`config.mk`:
```
export PLATFORM = sky130hd
export DESIGN_NAME = sample_capture_flat
export DESIGN_NICKNAME = d
export VERILOG_FILES = /design/src/rtl/sample_capture_if.sv /design/src/rtl/sample_capture.sv /design/src/flat_wrapper.sv
export SDC_FILE = /design/constraint.sdc
export NUM_CORES = 1
export LEC_CHECK = 0
export CAP_MARGIN = 20
export CELL_PAD_IN_SITES_DETAIL_PLACEMENT = 0
export CELL_PAD_IN_SITES_GLOBAL_PLACEMENT = 1
export CORE_UTILIZATION = 48
export DETAILED_ROUTE_END_ITERATION = 10
export MAX_ROUTING_LAYER = met4
export PLACE_DENSITY_LB_ADDON = 0.1
export SLEW_MARGIN = 30
export SYNTH_ARGS = -nofsm -noshare
export SYNTH_HDL_FRONTEND = slang
export SYNTH_SLANG_ARGS = --single-unit
```
`constraint.sdc`:
```
create_clock -name i_clk_500k -period 3.3 [get_ports i_clk_500k]
set_input_delay 0.66 -clock i_clk_500k [delete_from_list [all_inputs] [get_ports i_clk_500k]]
set_output_delay 0.66 -clock i_clk_500k [all_outputs]
set_load 0.1 [all_outputs]
```
`src/rtl/sample_capture_if.sv`:
```
`default_nettype none
// +----------------------------------------------------------------------+
// | sample_capture_if : trigger, ADC SPI and sample readout signal group  |
// | Rev 1.0                                                               |
// +----------------------------------------------------------------------+
interface sample_capture_if #(
  parameter int ADC_BITS   = 12,
  parameter int FIFO_DEPTH = 16
) ();
  logic                          do_sample;
  logic                          adc_cs_n;
  logic                          adc_sclk;
  logic                          adc_miso;
  logic [ADC_BITS-1:0]           sample_data;
  logic [7:0]                    sample_index;
  logic                          sample_valid;
  logic                          sample_ready;
  logic [$clog2(FIFO_DEPTH):0]   fifo_level;
  logic [7:0]                    missed_count;
  logic [7:0]                    overrun_count;

  // master: the capture block; slave: its environment (trigger source, ADC, reader)
  modport master (
    input  do_sample, adc_miso, sample_ready,
    output adc_cs_n, adc_sclk, sample_data, sample_index, sample_valid,
           fifo_level, missed_count, overrun_count
  );
  modport slave (
    output do_sample, adc_miso, sample_ready,
    input  adc_cs_n, adc_sclk, sample_data, sample_index, sample_valid,
           fifo_level, missed_count, overrun_count
  );
endinterface
`default_nettype wire

```
`src/rtl/sample_capture.sv`:
```
`default_nettype none
// +----------------------------------------------------------------------+
// | sample_capture : DO_SAMPLE-edge triggered SPI ADC reader with tagged  |
// |                  first-word-fall-through result FIFO                  |
// | Rev 1.0                                                               |
// +----------------------------------------------------------------------+
module sample_capture #(
  parameter int ADC_BITS   = 12,
  parameter int LEAD_BITS  = 3,
  parameter int FRAME_BITS = 16,
  parameter int FIFO_DEPTH = 16
) (
  input  wire logic          i_clk_500k,
  input  wire logic          i_rst_n,
  sample_capture_if.master   io_cap
);

  localparam int c_AW = $clog2(FIFO_DEPTH);
  localparam int c_LW = c_AW + 1;
  localparam int c_BW = $clog2(FRAME_BITS + 1);
  localparam int c_EW = ADC_BITS + 8;

  localparam logic [c_BW-1:0] c_LEAD     = c_BW'(LEAD_BITS);
  localparam logic [c_BW-1:0] c_DATA_END = c_BW'(LEAD_BITS + ADC_BITS);
  localparam logic [c_BW-1:0] c_LAST_BIT = c_BW'(FRAME_BITS - 1);
  localparam logic [c_LW-1:0] c_DEPTH    = c_LW'(FIFO_DEPTH);

  typedef enum logic [1:0] {
    S_IDLE  = 2'd0,
    S_SETUP = 2'd1,
    S_SHIFT = 2'd2,
    S_DONE  = 2'd3
  } state_t;

  state_t                r_state;
  logic                  r_do_d;
  logic                  r_cs_n;
  logic                  r_sclk;
  logic [c_BW-1:0]       r_bit;
  logic [ADC_BITS-1:0]   r_shift;
  logic [7:0]            r_next_idx;
  logic [7:0]            r_missed;
  logic [7:0]            r_overrun;

  logic [c_EW-1:0]       r_mem [FIFO_DEPTH];
  logic [c_AW-1:0]       r_rd_ptr;
  logic [c_AW-1:0]       r_wr_ptr;
  logic [c_LW-1:0]       r_level;
  logic [ADC_BITS-1:0]   r_data;
  logic [7:0]            r_index;

  logic                  w_trig;
  logic                  w_push;
  logic                  w_pop;
  logic                  w_push_ok;
  logic [c_AW-1:0]       w_rd_next;
  logic [c_LW-1:0]       w_level_next;
  logic [c_LW-1:0]       w_keep;
  logic [c_EW-1:0]       w_entry;

  assign w_trig       = io_cap.do_sample ^ r_do_d;
  assign w_push       = (r_state == S_DONE);
  assign w_pop        = (r_level != '0) && io_cap.sample_ready;
  // A full FIFO still accepts the push when the head leaves on the same edge
  assign w_push_ok    = w_push && ((r_level != c_DEPTH) || w_pop);
  assign w_rd_next    = r_rd_ptr + c_AW'(w_pop);
  assign w_keep       = r_level - c_LW'(w_pop);
  assign w_level_next = w_keep + c_LW'(w_push_ok);
  assign w_entry      = {r_shift, r_next_idx};

  always_ff @(posedge i_clk_500k) begin
    if (!i_rst_n) begin
      r_state    <= S_IDLE;
      r_do_d     <= io_cap.do_sample;
      r_cs_n     <= 1'b1;
      r_sclk     <= 1'b0;
      r_bit      <= '0;
      r_shift    <= '0;
      r_next_idx <= '0;
      r_missed   <= '0;
      r_overrun  <= '0;
    end else begin
      r_do_d <= io_cap.do_sample;
      if (w_trig && (r_state != S_IDLE) && (r_missed != 8'hFF)) begin
        r_missed <= r_missed + 8'd1;
      end
      case (r_state)
        S_IDLE: begin
          if (w_trig) begin
            r_state <= S_SETUP;
            r_cs_n  <= 1'b0;
          end
        end
        S_SETUP: begin
          r_bit   <= '0;
          r_shift <= '0;
          r_sclk  <= 1'b1;
          r_state <= S_SHIFT;
        end
        S_SHIFT: begin
          // MISO is taken at the end of each SCLK high half
          if (r_sclk) begin
            r_sclk <= 1'b0;
            if ((r_bit >= c_LEAD) && (r_bit < c_DATA_END)) begin
              r_shift <= {r_shift[ADC_BITS-2:0], io_cap.adc_miso};
            end
          end else if (r_bit == c_LAST_BIT) begin
            r_cs_n  <= 1'b1;
            r_state <= S_DONE;
          end else begin
            r_bit  <= r_bit + c_BW'(1);
            r_sclk <= 1'b1;
          end
        end
        S_DONE: begin
          r_next_idx <= r_next_idx + 8'd1;
          if (!w_push_ok && (r_overrun != 8'hFF)) begin
            r_overrun <= r_overrun + 8'd1;
          end
          r_state <= S_IDLE;
        end
        default: r_state <= S_IDLE;
      endcase
    end
  end

  always_ff @(posedge i_clk_500k) begin
    if (w_push_ok) begin
      r_mem[r_wr_ptr] <= w_entry;
    end
  end

  always_ff @(posedge i_clk_500k) begin
    if (!i_rst_n) begin
      r_rd_ptr <= '0;
      r_wr_ptr <= '0;
      r_level  <= '0;
      r_data   <= '0;
      r_index  <= '0;
    end else begin
      if (w_push_ok) begin
        r_wr_ptr <= r_wr_ptr + c_AW'(1);
      end
      r_rd_ptr <= w_rd_next;
      r_level  <= w_level_next;
      // Head register: the incoming entry bypasses memory when nothing else remains
      if (w_level_next != '0) begin
        if (w_keep == '0) begin
          {r_data, r_index} <= w_entry;
        end else begin
          {r_data, r_index} <= r_mem[w_rd_next];
        end
      end
    end
  end

  assign io_cap.adc_cs_n      = r_cs_n;
  assign io_cap.adc_sclk      = r_sclk;
  assign io_cap.sample_data   = r_data;
  assign io_cap.sample_index  = r_index;
  assign io_cap.sample_valid  = (r_level != '0);
  assign io_cap.fifo_level    = r_level;
  assign io_cap.missed_count  = r_missed;
  assign io_cap.overrun_count = r_overrun;

endmodule
`default_nettype wire

```
`src/flat_wrapper.sv`:
```
// flat-port wrapper written by rule: the top's interface ports become plain ports
module sample_capture_flat 
#(
  parameter int ADC_BITS   = 12,
  parameter int LEAD_BITS  = 3,
  parameter int FRAME_BITS = 16,
  parameter int FIFO_DEPTH = 16
)
  (i_clk_500k, i_rst_n, io_cap_do_sample, io_cap_adc_miso, io_cap_sample_ready, io_cap_adc_cs_n, io_cap_adc_sclk, io_cap_sample_data, io_cap_sample_index, io_cap_sample_valid, io_cap_fifo_level, io_cap_missed_count, io_cap_overrun_count);
  sample_capture_if #(.ADC_BITS(ADC_BITS), .FIFO_DEPTH(FIFO_DEPTH)) io_cap_i ();
  input  wire logic i_clk_500k;
  input  wire logic i_rst_n;
  input wire logic [$bits(io_cap_i.do_sample)-1:0] io_cap_do_sample;
  input wire logic [$bits(io_cap_i.adc_miso)-1:0] io_cap_adc_miso;
  input wire logic [$bits(io_cap_i.sample_ready)-1:0] io_cap_sample_ready;
  output wire logic [$bits(io_cap_i.adc_cs_n)-1:0] io_cap_adc_cs_n;
  output wire logic [$bits(io_cap_i.adc_sclk)-1:0] io_cap_adc_sclk;
  output wire logic [$bits(io_cap_i.sample_data)-1:0] io_cap_sample_data;
  output wire logic [$bits(io_cap_i.sample_index)-1:0] io_cap_sample_index;
  output wire logic [$bits(io_cap_i.sample_valid)-1:0] io_cap_sample_valid;
  output wire logic [$bits(io_cap_i.fifo_level)-1:0] io_cap_fifo_level;
  output wire logic [$bits(io_cap_i.missed_count)-1:0] io_cap_missed_count;
  output wire logic [$bits(io_cap_i.overrun_count)-1:0] io_cap_overrun_count;
  assign io_cap_i.do_sample = io_cap_do_sample;
  assign io_cap_i.adc_miso = io_cap_adc_miso;
  assign io_cap_i.sample_ready = io_cap_sample_ready;
  assign io_cap_adc_cs_n = io_cap_i.adc_cs_n;
  assign io_cap_adc_sclk = io_cap_i.adc_sclk;
  assign io_cap_sample_data = io_cap_i.sample_data;
  assign io_cap_sample_index = io_cap_i.sample_index;
  assign io_cap_sample_valid = io_cap_i.sample_valid;
  assign io_cap_fifo_level = io_cap_i.fifo_level;
  assign io_cap_missed_count = io_cap_i.missed_count;
  assign io_cap_overrun_count = io_cap_i.overrun_count;
  sample_capture #(.ADC_BITS(ADC_BITS), .LEAD_BITS(LEAD_BITS), .FRAME_BITS(FRAME_BITS), .FIFO_DEPTH(FIFO_DEPTH)) u_core (.i_clk_500k(i_clk_500k), .i_rst_n(i_rst_n), .io_cap(io_cap_i));
endmodule
```
==> Word-level counts from Yosys, hierarchy flattened <==
Memories as Yosys holds them, arrays and structs flattened.
Index checks and enable logic that the tools add are counted.
{ "classes": {"bitwise_logic": 1, "n_reduce_logical": 20, "addsub": 8, "order_cmp": 2, "n_mux": 21, "eq_ne": 13} }
{ "ops": {"columns": ["cell", "count"], "rows": [
  ["$mux W12", 3],
  ["$add A8 B1 Y8 const B", 3],
  ["$pmux W12 S2", 1],
  ["$ne A8 B8 Y1 const B", 2],
  ["$mux W5", 2],
  ["$pmux W5 S2", 1],
  ["$reduce_bool A5 Y1", 2],
  ["$reduce_and A3 Y1", 3],
  ["$mux W8", 1],
  ["$ne A2 B1 Y1 const B", 4],
  ["$pmux W2 S4", 1],
  ["$mux W1", 7],
  ["$logic_and A1 B1 Y1", 6],
  ["$mux W2", 3],
  ["$reduce_bool A2 Y1", 3],
  ["$add A5 B1 Y5", 1],
  ["$add A5 B1 Y5 const B", 1],
  ["$eq A5 B4 Y1 const B", 1],
  ["$ge A5 B2 Y1 const B", 1],
  ["$logic_not A5 Y1", 1],
  ["$lt A5 B4 Y1 const B", 1],
  ["$ne A5 B5 Y1 const B", 1],
  ["$sub A5 B1 Y5", 1],
  ["$add A4 B1 Y4", 1],
  ["other kinds (11)", 14]
]} }
{ "totals": {"inputBits": 5, "word_cells": 80, "mem_bits_rw": 320, "mem_count": 1, "register_bits": 79} }
{ "mem_list": {"columns": ["name", "depth", "width", "read_ports", "rd_ports_with_merged_regs", "wr", "line_no", "text"], "rows": [
  ["u_core.r_mem", 16, 20, 1, 0, 1, "sample_capture.sv:45", "logic [c_EW-1:0] r_mem [FIFO_DEPTH];"]
]} }

==> Logic depth before layout (Yosys ltp) <==
Gate-level depths: netlist (run 1).
{ "depth": {"word_depth": 7, "ltp_mapped": 14} }

==> Worst setup path before layout (run 1) <==
Ideal clock, no wire load.
{ "synth_path": {"path_type": "register to register", "startpoint": "register u_core.r_level[1], in the netlist u_core.io_cap.fifo_level[1]", "endpoint": "register u_core.r_index[6], in the netlist u_core.io_cap.sample_index[6]", "t_arrival_ns": 4.282, "t_required_ns": 3.225, "slack_ns": -1.057, "stages_incl_launch_ff": 15, "path_cell_list": "dfxtp_1 > buf_6 > nor4_4 > nand2b_1 > and2_1 > ha_1 > inv_1 > ha_1 > ha_1 > xor2_2 > a31oi_1 > a221o_1 > or2_4 > buf_6 > a31oi_1"} }
{ "synth_between": {"elab_chain_cells": 6, "word_cells_on_any_way": 12, "classes_between": "add/sub (3); eq/ne (1); mux (1); reduce/logical (6); memory (1)"} }
{ "synth_rtl": {"columns": ["item", "line_no", "text"], "rows": [
  ["start: declaration", "sample_capture.sv:48", "logic [c_LW-1:0] r_level;"],
  ["start signal: assignment", "sample_capture.sv:145", "r_level <= w_level_next;"],
  ["$reduce_bool A5 Y1 *", null, null],
  ["net io_cap_sample_valid", "flat_wrapper.sv:20", "output wire logic [$bits(io_cap_i.sample_valid)-1:0] io_cap_sample_valid;"],
  ["$logic_and A1 B1 Y1 *", "sample_capture.sv:63", "assign w_pop = (r_level != '0) && io_cap.sample_ready;"],
  ["parallel branches: the longest is 4 deep, another holds $sub A5 B1 Y5", null, null],
  ["end signal: assignment", "sample_capture.sv:149", "{r_data, r_index} <= w_entry;"],
  ["end signal: assignment", "sample_capture.sv:151", "{r_data, r_index} <= r_mem[w_rd_next];"],
  ["end: declaration", "sample_capture.sv:50", "logic [7:0] r_index;"]
]} }
Mark *: on every way through the listed nets, which the timed path passes.
A chain may end at the register's enable or synchronous reset.

==> Worst setup path after layout (run 1) <==
{ "layout_path": {"startpoint": "register u_core.r_level[2], in the netlist u_core.io_cap.fifo_level[2]", "endpoint": "register u_core.r_data[2], in the netlist u_core.io_cap.sample_data[2]"} }
{ "layout_between": {"elab_chain_cells": 6, "word_cells_on_any_way": 12, "classes_between": "add/sub (3); eq/ne (1); mux (1); reduce/logical (6); memory (1)"} }
{ "layout_rtl": {"columns": ["item", "line_no", "text"], "rows": [
  ["parallel branches: the longest is 4 deep, another holds $sub A5 B1 Y5", null, null],
  ["$add A5 B1 Y5 *", "sample_capture.sv:68", "assign w_level_next = w_keep + c_LW'(w_push_ok);"],
  ["net u_core.w_level_next[1]", "sample_capture.sv:57", "logic [c_LW-1:0] w_level_next;"],
  ["$reduce_bool A5 Y1 *", "sample_capture.sv:147", "if (w_level_next != '0) begin"],
  ["end signal: assignment", "sample_capture.sv:149", null],
  ["end signal: assignment", "sample_capture.sv:151", null],
  ["end: declaration", "sample_capture.sv:49", "logic [ADC_BITS-1:0] r_data;"]
]} }
Marked as above.

==> impl_results.md, run 1 <==
* Syn Std Cell Area at 0.0161 mm2
* Via density per instance at 5.66
* Clock Skew at 0.0128 ns
* Final Hold Fails at 0
* Sequential fraction of the synthesis area at 69.3%
* Sw frac at 35.5%
* Largest net degree at the start of global routing at 52
* CTS tree: built
* Combinational power share at 41.0%
* Worst Hold Class: flop to flop
* Total congestion overflow at 0
* Post-synthesis mux area share at 14.3%
* IO Count at 49
* Vias at 8622
* Top cells by area, synth: edfxtp_1 60%, mux4_2 11%, dfxtp_1 9.8%
* Unique masters post-synth at 56
* Startpoint type of the worst setup path: flop
* Post-Synth Adder-Cell Area at 1.39%
* Syn Inst Count at 942
* Resized Gates After CTS at 0
* Post-DP HPWL at 22200 um
* Ys async rst share at 0%
* Remaining DRCs at 0
* Layout cells sized above 1 at 31.3%
* Clock network power share at 25.8%
* Largest family of logic cells by synthesized area: multiplexers
* # diodes at 0
* Pleak at 0.00652 uW
* Clock transition at path regs at 0.06 ns
* Sw Pwr at 6230 uW
* Post-synth EDFFs at 320
* Status: completed
* Post-synth top cells: 320 x edfxtp_1, 80 x mux4_2, 79 x dfxtp_1, 53 x nand2_1, 41 x a31oi_1
* # setup viols final at 0
* Cell row count at 66
* Die area at 0.0344 mm2
* Hold Buf Count CTS at 0
* Most common cell in the netlist: edfxtp_1
* Top-area cell type share of the netlist area at 59.5%
* Routed Antenna Nets at 0
* Worst-skew pair later-pin latency at 0.54 ns
* H-Tree Depth at 2
* Initial Util at 49.3%
* #FFs+latches synth at 399
* Syn_area_per_cell at 17.1 um2
* WP data arrival at 3.46 ns
* Kind of critical path: flop to flop
* Worst EP required at 3.76 ns
* Post-synthesis simple-gate area fraction at 6.63%
* Synth Net Count at 965
* Final min period at 3.00 ns
* Die Wd at 185 um
* # nets final at 1071
* Synth Flop Type: edfxtp_1
* FMAX at 334 MHz
* Post-CTS Setup Repair Bufs at 0
* Non-filler instance count after layout at 1524
* Routability cong. at 0.737
* Initial antenna violation count at 0
* Placed Cells at 1446
* Layout Utilization at 57.8%
* Initial DRC Count at 573
* Clk buf depth at 3
* Max-cap viol count at 0
* Slew Limit Fails at 0
* Routed length per placed instance at 23.0 um
* Core area at 0.0328 mm2
* Final wirelength at 35100 um
* Synth Area in XOR/XNOR at 1.57%
* Max-slew headroom at 49.3%
* Compound-cell area share of the yosys netlist at 4.67%
* 1st-pass router iterations at 4
* Die Ht at 185 um
* Biggest area consumer among synthesized cells: edfxtp_1
* Pin slew with the least headroom to its limit at 0.760 ns
* Area Growth Syn to Fin at 17.3%
* First-pass GRT wire length at 53600 um
* Tcrit/Tclk final at 90.8%
* Crit path max fanout at 20
* Internal power at 11300 uW
* Clock root buffer: clkbuf_16
* Global-route usage over all layers at 21.9%
* PD cells at 926 mW/mm2
* IO Port Bufs at 48
* Vias in the first global route at 8732
* RSZ-0062 raised after global routing: false
* Number of CTS-inserted buffers at 42
* Critical path endpoint category: flop
* Sequential Power Share at 33.2%
* Clock sinks at 399
* Synth warn at 0
* Peak VDD IR at 716 uV
## metrics by stage
stage / setup slack (ns) / area [um2] / setup TNS (ns) / hold slack, ns / total power, uW
after CTS: 0.289 / 18900 / 0 / 0.478 / 17700
after global routing: 0.178 / 18900 / 0 / 0.531 / 18300
after global placement: 0.0868 / 17600 / 0 / 0.456 / 13100
after floorplan: -0.0402 / 16200 / -0.475 / 0.480 / 11100
after detailed placement: 0.0268 / 17600 / 0 / 0.454 / 13200
final: 0.304 / 18900 / 0 / 0.475 / 17500
## state kept, by name, indices dropped and copies added (netlist names), 5 cells and up
signal,flops
u_core.r_shift,12
u_core.r_mem,320
u_core.io_cap.missed_count,8
u_core.io_cap.fifo_level,5
u_core.r_next_idx,8
u_core.r_bit,5
u_core.io_cap.sample_data,12
u_core.io_cap.sample_index,8
u_core.io_cap.overrun_count,8
## worst max-delay path, cell delays in order, from the launching register on
cell and delay, ns:
dfxtp_4 0.40, nor4_4 0.37, nand2b_4 0.08, and2_4 0.17
ha_4 0.26, inv_2 0.04, ha_4 0.17, ha_4 0.23
or2_2 0.29, a221o_1 0.31, or2_4 0.38, a31oi_1 0.21
## cell families after synthesis
| logic type | after synthesis |
|---|---|
| AOI/OAI and AO/OA | 106 |
| xor gates and xnor gates | 28 |
| adders and majority gates | 18 |
| buffers and inverters | 67 |
| DFF | 399 |
| muxes | 125 |
| and+or+nand+nor | 199 |
## cell type report
cell class / count / area, um2
inverters: 12 / 45.0
multi-input cells: 476 / 4760
clock inverters: 12 / 104
flip-flops and latches: 399 / 11200
fillers: 2528 / 13800
well taps: 442 / 553
repair buffers: 117 / 1030
clock buffers: 66 / 1230
## worst paths after layout
kind	startpoint	to	slack (ns)	cells past startpoint
worst max-delay path	u_core.io_cap.fifo_level[2]	u_core.io_cap.sample_data[2]	0.30	11
worst max register to register	u_core.io_cap.fifo_level[2]	u_core.io_cap.sample_data[2]	0.30	11
worst min register to register	u_core.io_cap.adc_cs_n	u_core.io_cap.adc_cs_n	0.48	2
worst min-delay path	u_core.io_cap.adc_cs_n	u_core.io_cap.adc_cs_n	0.48	2
## layout by cell type (no fill, tap or decap), types with 4 or more instances in the layout
master	n
nor2_2	12
a21boi_1	11
inv_1	11
mux2i_1	5
nand3_1	21
clkbuf_8	7
a31oi_1	41
mux2_2	40
xnor2_1	14
o31ai_1	20
a21oi_1	5
and2_1	32
clkbuf_16	43
mux4_2	80
clkinv_2	6
o21ai_0	6
clkbuf_1	16
buf_4	101
a21boi_0	6
xor2_1	11
buf_12	12
nor3_1	5
nand4_1	8
nand2b_1	6
dfxtp_1	74
nor2b_1	11
ha_4	5
nor3_2	5
nor2_1	4
edfxtp_1	320
nand2_1	53
and3_1	24
ha_1	12
## power by group through the flow
stage	sequential, uW	clock [uW]	combinational (uW)
after floorplan	6770	0	4370
after global placement	5930	0	7220
after detailed placement	5920	0	7270
after CTS	5820	4620	7280
after global routing	5840	4830	7670
final	5820	4510	7190
## per-layer routing
layer | global-route usage [%] | vias up | wire (um)
met2 | 34.3 | 201 | 17000
li1 | - | 3941 | -
met1 | 30.0 | 4416 | 15800
met4 | 6.74 | 0 | 848
met5 | - | - | 0
met3 | 3.03 | 64 | 1410
(Power assumes the default switching activity.)
==> run 2: changes to the inputs <==
CORE_UTILIZATION = 57   (was 48)
clock period = 3.6 ns   (was 3.3 ns; I/O delays follow)
==> run 2 against run 1 <==
  * Clock skew hardly changed
  * Via count grew 2.1%
  * Flip-flop and latch count is the same
  * First-iteration DRC count rose by 30%
  * Cell area is 1.4% lower
  * Clock power decreased by 9.8%
  * Sequential share of layout area is 0.82 points higher
  * Largest cell class unchanged
  * Highest routed layer unchanged
==> impl_results.md, run 2 (synthesized netlist as in run 1, its figures left out) <==
* Status: completed
* Crit path max fanout at 10
* Critical path endpoint category: flop
* Final Hold Fails at 0
* Hold Buf Count CTS at 0
* Final min period at 3.37 ns
* 1st-pass router iterations at 5
* Hold path depth at 2
* Largest net degree at the start of global routing at 79
* Initial antenna violation count at 1
* Total negative slack at 0 ns
* WP data arrival at 3.78 ns
* Core area at 0.0279 mm2
* Tcrit/Tclk final at 93.7%
* Worst EP required at 4.00 ns
* PD cells at 843 mW/mm2
* Vias at 8801
* Routed Antenna Nets at 0
* Most common cell after layout, fill and taps aside: edfxtp_1
* Clock root buffer: clkbuf_16
* Max-cap viol count at 0
* Clock sinks at 399
* Die Ht at 170 um
* Clk buf depth at 3
* Total congestion overflow at 0
* Via density per instance at 6.15
* Startpoint type of the worst setup path: flop
* Area Growth Syn to Fin at 15.6%
* Layout cells sized above 1 at 25.3%
* CTS tree: built
* Worst-skew pair later-pin latency at 0.53 ns
* Initial Util at 58.0%
* # setup viols final at 0
* FMAX at 296 MHz
* Commonest non-fill, non-tap cells in the layout: 320 x edfxtp_1, 80 x mux4_2, 74 x dfxtp_1
* Routed length per placed instance at 23.9 um
* Clock Skew at 0.0133 ns
* Final wirelength at 34200 um
* IO Count at 49
* Global-route usage over all layers at 25.2%
* First-pass GRT wire length at 52100 um
* Number of CTS-inserted buffers at 40
* # diodes at 0
* Pin slew with the least headroom to its limit at 0.989 ns
* Die area at 0.0290 mm2
* Placed Cells at 1357
* CP max stage cell: a221o_1
* Top reg by flops: u_core.r_mem
* Clock transition at path regs at 0.07 ns
* Worst Hold Class: flop to flop
* FF-to-FF path depth at 13
* Non-filler instance count after layout at 1432
* Cell chain of the critical path: nor4_4, nand2b_4, and2_1, ha_1, inv_1, ha_1, ha_1, xor2_2, a31oi_1, a221o_1, buf_4, o31ai_1, a31oi_1
* IO Port Bufs at 48
* H-Tree Depth at 2
* Kind of critical path: flop to flop
* RSZ-0062 raised after global routing: false
* Multi-input gate area at 0.00472 mm2
* Post-DP HPWL at 20900 um
* Most frequent CP cell: ha_1
* Cell row count at 61
* Max-slew headroom at 33.8%
* Max FFs per register at 320
* Slew Limit Fails at 0
* FF/Latch Area at 0.0112 mm2
* Max stage delay on crit path at 0.43 ns
* # nets final at 1045
* Remaining DRCs at 0
* FILL cells at 1855
* Initial DRC Count at 743
* Peak VDD IR at 474 uV
* Pleak at 0.00631 uW
* Vias in the first global route at 8957
* Routability cong. at 0.841
* Die Wd at 170 um
==> run 2: per-stage QoR <==
stage	utilization (%)	total power (uW)	hold WS [ns]	cell area, um2	setup WS (ns)
2_1_floorplan	-	10200	0.480	16200	0.0786
6_report	67.0	15700	0.475	18700	0.226
5_1_grt	67.0	16400	0.520	18700	0.0428
4_1_cts	67.0	15800	0.481	18700	0.162
3_3_place_gp	62.3	11600	0.452	17400	0.162
3_5_place_dp	62.3	11700	0.459	17400	0.0165
==> run 2: worst paths after layout <==
check | startpoint | slack (ns) | to
setup / recovery | u_core.io_cap.fifo_level[1] | 0.23 | u_core.io_cap.sample_index[6]
hold / removal | u_core.io_cap.adc_cs_n | 0.48 | u_core.io_cap.adc_cs_n
setup reg to reg | u_core.io_cap.fifo_level[1] | 0.23 | u_core.io_cap.sample_index[6]
hold reg to reg | u_core.io_cap.adc_cs_n | 0.48 | u_core.io_cap.adc_cs_n
==> run 2: critical path: cells and delay by family, from the launching register on <==
family	cells	cell delay, ns
AO/OA/AOI/OAI	4	0.94
XOR/XNOR	1	0.20
adder cells (fa/ha/maj)	3	0.79
buffers and inverters	2	0.29
flip-flops	1	0.39
AND/OR/NAND/NOR	3	0.64
==> run 2: area by class of cell <==
class | instances | area share [%]
inverters | 12 | 0.241
clock inverters | 21 | 0.905
flip-flops and latches | 399 | 60.0
well taps | 378 | 2.53
multi-input cells | 476 | 25.3
repair buffers | 93 | 4.96
clock buffers | 53 | 6.12
==> run 2: report_power, final <==
group	switching (uW)	total [uW]	internal, uW
Combinational	3670	6330	2660
Clock	1680	4070	2390
Sequential	206	5340	5130
Total	5560	15700	10200
==> run 2: timing repair <==
item,4_1_cts,5_1_grt
endpoints found under the setup margin,0,12
gates resized for setup,0,0
buffers inserted,0,1
hold endpoints to repair,0,0
==> run 2: layer usage <==
metal  wire (um)  track usage, %  part of all wire [%]
met2       16900            40.5                    49
met4         851            7.95                   2.5
met5           0               -                     0
met1       14400            33.7                    42
met3        2010            3.44                   5.9
==> run 3: changes to the inputs <==
ABC_AREA = 1   (was default)
CORE_UTILIZATION = 52   (was 57)
==> run 3 against run 2 <==
  * Sequential share of layout area fell by 3.8 points
  * Clock power rose by 8.1%
  * Cell area rose by 6.8%
  * Critical path depth fell by 8
  * Register-to-register slack improved by 0.58 ns
  * Clock skew rose by 0.0043 ns
  * Critical path type is now flop to output pin
  * Largest cell class unchanged
  * Highest routed layer unchanged
==> impl_results.md, run 3 <==
* WP data arrival at 2.29 ns
* Post-synth top cells: 548 x nand2_1, 320 x edfxtp_1, 253 x nand3_1, 243 x inv_1, 103 x nor2_1
* Vias in the first global route at 11600
* IO Port Bufs at 48
* Worst Min Path Start: u_core.io_cap.adc_cs_n
* Routed length per placed instance at 18.6 um
* Worst r2r src: u_core.io_cap.fifo_level[1]
* CP max stage cell: clkdlybuf4s50_1
* Most common cell in the netlist: nand2_1
* Initial antenna violation count at 0
* Syn_area_per_cell at 9.61 um2
* Internal power at 9910 uW
* Peak VDD IR at 734 uV
* Syn Inst Count at 1803
* Synth warn at 0
* RSZ-0062 raised after global routing: false
* Clock transition at path regs at 0.06 ns
* Post-synth EDFFs at 320
* Pleak at 0.00827 uW
* Core area at 0.0327 mm2
* Clock root buffer: clkbuf_16
* Final Hold Fails at 0
* Die Wd at 185 um
* Grt met3 use at 3.34%
* Top-area cell type share of the netlist area at 55.4%
* M1 GR Usage at 34.6%
* Worst-skew pair later-pin latency at 0.53 ns
* 1st-pass router iterations at 7
* Post-CTS Setup Repair Bufs at 0
* Resized Gates After CTS at 0
* Kind of critical path: flop to output pin
* Initial DRC Count at 1061
* Number of CTS-inserted buffers at 42
* Setup crit start: u_core.io_cap.fifo_level[1]
* Worst EP required at 2.88 ns
* # nets final at 1880
* IO Count at 49
* Routed Antenna Nets at 0
* Combinational power share at 41.5%
* Routability cong. at 0.789
* H-Tree Depth at 2
* Ys async rst share at 0%
* Sw Pwr at 6800 uW
* Global-route usage over all layers at 26.9%
* Max FFs per register at 320
* CP bufs+invs at 2
* Synth Net Count at 1826
* Vias at 12300
* Startpoint type of the worst setup path: flop
* # setup viols final at 0
* Top reg by flops: u_core.r_mem
* Commonest non-fill, non-tap cells in the layout: 547 x nand2_1, 320 x edfxtp_1, 253 x nand3_1
* Critical path endpoint category: output pin
* Met2 Usage GRT at 44.9%
* Final wirelength at 43300 um
* Most common cell after layout, fill and taps aside: nand2_1
* Synth Flop Type: edfxtp_1
* Cell chain of the critical path: inv_2, nand2_1, nor3_1, nand2_2, clkdlybuf4s50_1
* Clk buf depth at 3
* Slew Limit Fails at 0
* CTS tree: built
* Clock sinks at 399
* PD cells at 838 mW/mm2
* Largest net degree at the start of global routing at 81
* Die Ht at 185 um
* Via density per instance at 5.28
* Cell row count at 66
* Unique masters post-synth at 30
* Area Growth Syn to Fin at 15.0%
* Layout cells sized above 1 at 8.21%
* Final min period at 3.01 ns
* Max-cap viol count at 0
* FMAX at 332 MHz
* Biggest area consumer among synthesized cells: edfxtp_1
* Sw frac at 40.7%
* # diodes at 0
* Crit path max-delay family: buffers and inverters
* Max stage delay on crit path at 0.98 ns
* Tcrit/Tclk final at 83.7%
* Post-DP HPWL at 24500 um
* Total negative slack at 0 ns
* First-pass GRT wire length at 66700 um
* Max-slew headroom at 32.8%
* Setup slack after layout at 0.588 ns
* Clock Skew at 0.0176 ns
* Die area at 0.0341 mm2
* Remaining DRCs at 0
* Clock network power share at 26.3%
* Worst Hold Class: flop to flop
* Status: completed
* Sequential Power Share at 32.2%
* Initial Util at 53.0%
* Pin slew with the least headroom to its limit at 1.00 ns
* Sequential fraction of the synthesis area at 64.6%
* Total congestion overflow at 0
* Pre-CTS setup slack at 0.371 ns
* Top cells by area, synth: edfxtp_1 55%, nand2_1 12%, dfxtp_1 9.1%
* Syn Std Cell Area at 0.0173 mm2
* GR peak layer: met2
* Hold Buf Count CTS at 0
* #FFs+latches synth at 399
* Crit path max fanout at 4
==> run 3: tightest hold or removal path, cell delays in order, from the launching register on <==
cell and delay, ns:
dfxtp_1 0.32, nand2_1 0.05, nand3_1 0.05
==> run 3: power groups by stage <==
stage | sequential (uW) | combinational [uW] | clock, uW
floorplan | 6310 | 4390 | 0
global placement | 5480 | 6920 | 0
detailed placement | 5480 | 6950 | 0
CTS | 5380 | 6980 | 4470
global route | 5390 | 7700 | 4630
finish | 5370 | 6940 | 4400
==> run 3: path summary, 6_finish.rpt <==
check / endpoint / slack (ns) / depth (start not counted)
worst max-delay path: io_cap_sample_valid / 0.59 / 5
worst min register to register: u_core.io_cap.adc_cs_n / 0.46 / 2
worst min-delay path: u_core.io_cap.adc_cs_n / 0.46 / 2
worst max register to register: u_core.io_cap.sample_index[5] / 0.81 / 19
==> run 3: kinds of logic after synthesis <==
family	share of synthesized area (%)
AO/OA/AOI/OAI	3.01
XOR/XNOR	0.556
adder cells (fa/ha/maj)	1.30
buffers and inverters	7.87
flip-flops	64.6
AND/OR/NAND/NOR	22.7
==> run 3: through the flow <==
| stage | utilization, % | area (um2) | hold WS, ns | total power, uW | std cells |
|---|---|---|---|---|---|
| final | 61.0 | 19900 | 0.458 | 16700 | 2329 |
| after floorplan | - | 17300 | 0.458 | 10700 | 1803 |
| after global placement | 56.7 | 18500 | 0.443 | 12400 | 2255 |
| after CTS | 61.0 | 19900 | 0.467 | 16800 | 2329 |
| after detailed placement | 56.7 | 18500 | 0.448 | 12400 | 2255 |
| after global routing | 61.0 | 19900 | 0.487 | 17700 | 2329 |
==> run 3: layout make-up <==
| class | instances | area [um2] |
|---|---|---|
| Clock buffer | 55 | 1180 |
| Inverter | 249 | 938 |
| Multi-Input combinational cell | 1072 | 4870 |
| Tap cell | 442 | 553 |
| Fill cell | 2742 | 12800 |
| Timing Repair Buffer | 93 | 973 |
| Clock inverter | 19 | 221 |
| Sequential cell | 399 | 11200 |
==> run 3: metal layers <==
metal / share of wire (%) / vias to the layer above / wire [um]
li1: - / 5970 / -
met1: 43 / 5860 / 18500
met2: 49 / 388 / 21100
met3: 6.1 / 74 / 2620
met4: 2.3 / 0 / 996
met5: 0 / - / 0
